[src/rtl/fetch_unit.sv]
// Instruction fetch stage: single-outstanding request to instruction memory,
// one-entry skid buffer for stalled returns, and the IF/ID pipeline register.
module fetch_unit #(
    parameter logic [31:0] RESET_PC  = 32'h0000_0000,
    parameter logic [31:0] NOP_INSTR = 32'h0000_0013
) (
    input  logic        clk,
    input  logic        rst_n,
    input  logic        StallFetch,
    input  logic        StallDecode,
    input  logic        FlushDecode,
    input  logic        PCSrcE,
    input  logic [31:0] PCTargetE,
    output logic        imem_req,
    output logic [31:0] imem_addr,
    input  logic        imem_gnt,
    input  logic        imem_rvalid,
    input  logic [31:0] imem_rdata,
    output logic [31:0] InstrD,
    output logic [31:0] PCD,
    output logic [31:0] PCPlus4D,
    output logic        ValidD
);

    typedef enum logic [1:0] {S_REQ, S_WAIT, S_HOLD} state_t;

    state_t      state, state_nxt;
    logic [31:0] pcf, pcf_nxt, pcf_plus4, target;
    logic [31:0] holdbuf, deliver_instr;
    logic        kill, kill_nxt;
    logic        accept, deliver, buf_load;

    assign accept    = !StallFetch && !StallDecode;
    assign target    = PCTargetE & 32'hFFFF_FFFC;
    assign pcf_plus4 = pcf + 32'd4;
    assign imem_addr = pcf;

    always_comb begin
        state_nxt     = state;
        pcf_nxt       = pcf;
        kill_nxt      = kill;
        deliver       = 1'b0;
        buf_load      = 1'b0;
        deliver_instr = imem_rdata;
        case (state)
            S_REQ: begin
                if (imem_req && imem_gnt) begin
                    state_nxt = S_WAIT;
                    // a redirect in the grant cycle orphans the request just accepted
                    kill_nxt  = PCSrcE;
                end
            end
            S_WAIT: begin
                if (imem_rvalid) begin
                    if (kill) begin
                        kill_nxt  = 1'b0;
                        state_nxt = S_REQ;
                    end else if (PCSrcE) begin
                        state_nxt = S_REQ;
                    end else if (accept) begin
                        deliver   = 1'b1;
                        pcf_nxt   = pcf_plus4;
                        state_nxt = S_REQ;
                    end else begin
                        buf_load  = 1'b1;
                        state_nxt = S_HOLD;
                    end
                end else if (PCSrcE) begin
                    kill_nxt = 1'b1;
                end
            end
            S_HOLD: begin
                if (PCSrcE) begin
                    state_nxt = S_REQ;
                end else if (accept) begin
                    deliver       = 1'b1;
                    deliver_instr = holdbuf;
                    pcf_nxt       = pcf_plus4;
                    state_nxt     = S_REQ;
                end
            end
            default: state_nxt = S_REQ;
        endcase
        if (PCSrcE) pcf_nxt = target;
    end

    always_ff @(posedge clk or negedge rst_n) begin
        if (!rst_n) begin
            state    <= S_REQ;
            pcf      <= RESET_PC & 32'hFFFF_FFFC;
            kill     <= 1'b0;
            holdbuf  <= '0;
            imem_req <= 1'b0;
        end else begin
            state    <= state_nxt;
            pcf      <= pcf_nxt;
            kill     <= kill_nxt;
            imem_req <= (state_nxt == S_REQ);
            if (buf_load) holdbuf <= imem_rdata;
        end
    end

    // Flush outranks both stall and delivery; an idle unstalled cycle inserts a bubble.
    always_ff @(posedge clk or negedge rst_n) begin
        if (!rst_n) begin
            InstrD   <= NOP_INSTR;
            PCD      <= '0;
            PCPlus4D <= '0;
            ValidD   <= 1'b0;
        end else if (FlushDecode) begin
            InstrD <= NOP_INSTR;
            ValidD <= 1'b0;
        end else if (!StallDecode) begin
            if (deliver) begin
                InstrD   <= deliver_instr;
                PCD      <= pcf;
                PCPlus4D <= pcf_plus4;
                ValidD   <= 1'b1;
            end else begin
                InstrD <= NOP_INSTR;
                ValidD <= 1'b0;
            end
        end
    end

endmodule

[config.mk]
export PLATFORM = sky130hd
export DESIGN_NAME = fetch_unit
export DESIGN_NICKNAME = d
export VERILOG_FILES = /design/src/rtl/fetch_unit.sv
export SDC_FILE = /design/constraint.sdc
export NUM_CORES = 1
export LEC_CHECK = 0
export ABC_AREA = 0
export BUFFER_PORTS_ARGS = -buffer_cell sky130_fd_sc_hd__buf_2
export CAP_MARGIN = 20
export CELL_PAD_IN_SITES_DETAIL_PLACEMENT = 0
export CELL_PAD_IN_SITES_GLOBAL_PLACEMENT = 2
export CORE_MARGIN = 1
export CORE_UTILIZATION = 33
export DETAILED_ROUTE_END_ITERATION = 16
export PLACE_DENSITY_LB_ADDON = 0.05
export SLEW_MARGIN = 10
export SYNTH_ARGS = -nofsm -noshare
export SYNTH_HDL_FRONTEND = slang
export SYNTH_SLANG_ARGS = --single-unit
[constraint.sdc]
create_clock -name clk -period 2.7 [get_ports clk]
set_input_delay 0.135 -clock clk [delete_from_list [all_inputs] [get_ports clk]]
set_output_delay 0.135 -clock clk [all_outputs]
set_load 0.02 [all_outputs]
==> results.toml <==
[place]
globalplace.congestion = 0.727
dp_worst_setup_slack_ns = 0.450
dp_hpwl_microns = 13500
port_buffers = 193

[timing]
fmax_ghz = 0.445
min_period_over_period = 0.833
hold_viol_final = 0
slew_viol_final = 0
rsz0062_at_grt = "no"
setup_viol = 0
setup_slack_ns = 0.452
tns_ns = 0
post-route-min-period_ns = 2.25
clock_skew_ns = 0.0166
worstMarginPinSlew_ns = 0.631
slew_headroom = 0.579

[power]
swShare = 0.317
switchingPower_w = 0.00252
ir_worst_vdd_mv = 0.370
leakage_nw = 4.63
internal_power_w = 0.00543
pwr-share-clk = 0.330
pwr-share-seq = 0.423
power_frac_comb = 0.247
p_per_area_mw_per_mm2 = 796

[cts]
clk_pin_slew_ns = 0.07
htreeDepth = 4
cts.sinks = 159
numCtsBuffers = 17
cts_tree = "done"
cts_setup_buffers = 0
root_buffer = "clkbuf_16"
clockBufferDepth = 2
insertion_delay_ns = 0.43

[synthesis]
synth_cell_types = 42
ys_seq_area_frac = 0.538
syn-cell-area_sq_mm = 0.00741
async_flop_share = 1.00
synth-edff-count = 0
yosysWarnings = 0
netlist_instances = 681
syn_area_per_cell_sq_um = 10.9
synth_seq_cells = 159
ys.flop_type = "dfrtp_1"

[critical_path]
cp-endpoint = "imem_addr[19]$_DFFE_PN0P_"
startpoint = "state[1]$_DFF_PN0_"
r2r-end = "imem_addr[19]$_DFFE_PN0P_"
cp.arrival_ns = 2.53
end_kind = "flop"
worstSetupPathType = "flop to flop"
r2r_cells = 8
r2r-start = "state[1]$_DFF_PN0_"
worstPathCellList = "inv_1, ha_1, and3b_1, o21a_1, buf_4, nand4_1, xor2_1, o21ai_1"
startpoint_type = "flop"
cp_data_required_time_ns = 2.99
crit_fanout = 12
cpMaxStageDelayCell = "o21a_1"
critPathMaxStageDelay_ns = 0.50
rrSetupSlack_ns = 0.45

[routing]
final_antenna_net_count = 0
drtIter0Drc = 197
dr.pass1.iters = 5
post_drt_wl_per_cell_microns = 16.4
drc = 0
drt_wl_total_microns = 20000
viasPerCell = 4.74
vias = 5800

[die]
die_area_sq_mm = 0.0230
die_w_microns = 152
initial_utilization = 0.338
core_area_sq_mm = 0.0219
std_cell_rows = 54
io_pins = 202
die_h_microns = 152

[flow_run]
cap_viol_max_count = 0

[final_layout]
area_delta_synth_final_pct = 34.8
nFillCells = 2149
regArea_sq_mm = 0.00398
diodes = 0
nets = 1009
drive_gt1_frac = 0.338
multiInputGateArea_sq_mm = 0.00318

[global_routing]
grt_start_max_net_pins = 74
grt_pass1_vias = 6215
overflow = 0
antenna_found_initial = 0
grt_pass1_wl_microns = 33600
grt_usage = 0.183

[worst_hold_path]
hold_class = "primary input to flop"

[outcome]
status = "complete, no violations"
==> worst min path at each step <==
stage                             endpoint  cells after the start  slack [ns]         from
finish               InstrD[3]$_DFFE_PN0P_                      4        0.10  FlushDecode
global route         InstrD[3]$_DFFE_PN0P_                      4        0.14  FlushDecode
CTS                  InstrD[9]$_DFFE_PN0P_                      4         0.1  FlushDecode
detailed placement  InstrD[27]$_DFFE_PN0P_                      1        0.19        rst_n
global placement    InstrD[27]$_DFFE_PN0P_                      1        0.18        rst_n
floorplan           InstrD[10]$_DFFE_PN0P_                      0       -0.16        rst_n
==> stage by stage <==
| step | instance area (sq um) | total power (W) | cells | utilization | hold slack (ns) |
|---|---|---|---|---|---|
| after floorplan | 7420 | 0.00458 | 686 | - | -0.161 |
| after global placement | 8700 | 0.00527 | 1128 | 0.398 | 0.175 |
| after detailed placement | 8700 | 0.00534 | 1128 | 0.398 | 0.189 |
| after CTS | 9980 | 0.00806 | 1224 | 0.456 | 0.0973 |
| after global routing | 9980 | 0.00841 | 1224 | 0.456 | 0.137 |
| final | 9980 | 0.00795 | 1224 | 0.456 | 0.102 |
==> worst max-delay path, delay by kind of cell (launching register included) <==
kind,cells,cell delay [ns]
AND/OR/NAND/NOR,2,0.41
adder cells (fa/ha/maj),1,0.23
buffers and inverters,2,0.33
XOR/XNOR,1,0.16
AO/OA/AOI/OAI,2,0.57
flip-flops,1,0.41
==> per-layer routing <==
metal  wire [microns]  share of wire  GRT usage
met5                0              0          0
met4              260          0.013     0.0510
met3              729          0.036     0.0411
met2             9860           0.49      0.320
met1             9180           0.46      0.226
==> what timing repair did <==
item	CTS	global route
hold buffers	65	0
endpoints found under the hold margin	127	0
endpoints found under the setup margin	0	0
resized for setup	0	0
==> power groups by stage <==
| stage | logic [W] | registers (W) | clock network, W |
|---|---|---|---|
| after floorplan | 0.000831 | 0.00375 | 0 |
| after global placement | 0.00189 | 0.00338 | 0 |
| after detailed placement | 0.00193 | 0.00341 | 0 |
| after CTS | 0.00200 | 0.00337 | 0.00268 |
| after global routing | 0.00215 | 0.00346 | 0.00280 |
| final | 0.00196 | 0.00336 | 0.00262 |
==> cells in the mapped netlist (4+ instances only) <==
cell type / count / area (sq um)
nand2_1: 110 / 413
o21ai_0: 72 / 360
clkbuf_1: 14 / 52.6
nand3_1: 23 / 115
mux2i_1: 30 / 300
o21ai_1: 21 / 105
buf_4: 8 / 60.1
buf_2: 24 / 120
nor2_1: 19 / 71.3
a21oi_1: 4 / 20.0
xnor2_1: 28 / 245
mux2_2: 64 / 721
xor2_1: 29 / 254
nor3_1: 12 / 60.1
dfrtp_1: 156 / 3900
inv_1: 7 / 26.3
ha_1: 5 / 62.6
nand4_1: 16 / 100
==> area by class of cell <==
cell class	instances	share of cell area
Inverter	7	0.00263
Multi-Input combinational cell	472	0.319
Clock inverter	11	0.0182
Sequential cell	159	0.399
Timing Repair Buffer	275	0.182
Tap cell	280	0.0351
Clock buffer	20	0.0448
==> cells by family after synthesis <==
group           after synthesis  share of synthesized area
simple gates                206                      0.136
flops                       159                      0.538
fa+ha+maj                     5                    0.00845
compound gates              104                     0.0742
mux                          94                      0.138
buf+inv                      55                     0.0380
xor+xnor                     57                     0.0674
other cells                   1                   0.000506
==> state kept, by name, indices dropped and copies added (netlist names) <==
signal and cells:
InstrD 32, PCD 30, PCPlus4D 30, ValidD 1, holdbuf 32, imem_addr 30, imem_req 1, kill 1
state 2
==> cells in the final DEF (no fill, tap or decap), drive strengths merged <==
| master | synthesis | routed |
|---|---|---|
| and3 | 3 | 3 |
| dfrtp | 156 | 156 |
| inv | 7 | 10 |
| or2 | 1 | 1 |
| and2 | 2 | 2 |
| conb | 1 | 6 |
| a311oi | 1 | 1 |
| ha | 5 | 5 |
| nor3b | 1 | 1 |
| nor2 | 20 | 20 |
| nand2 | 110 | 110 |
| nor3 | 14 | 14 |
| nand2b | 2 | 2 |
| buf | 34 | 210 |
| clkinvlp | 0 | 2 |
| o21ai | 93 | 93 |
| o22ai | 1 | 1 |
| nor2b | 2 | 2 |
| dlygate4sd3 | 0 | 65 |
| o2111ai | 1 | 1 |
| o22a | 3 | 3 |
| clkinv | 0 | 2 |
| a21oi | 4 | 4 |
| and3b | 1 | 1 |
| nor4 | 6 | 6 |
| and4 | 2 | 2 |
| o21a | 1 | 1 |
| clkbuf | 14 | 20 |
| mux2 | 64 | 64 |
| dfstp | 3 | 3 |
| bufinv | 0 | 4 |
| nand3 | 25 | 25 |
| nand4 | 17 | 17 |
| xnor2 | 28 | 28 |
| mux2i | 30 | 30 |
| xor2 | 29 | 29 |
Power figures use the tool's default switching activity.
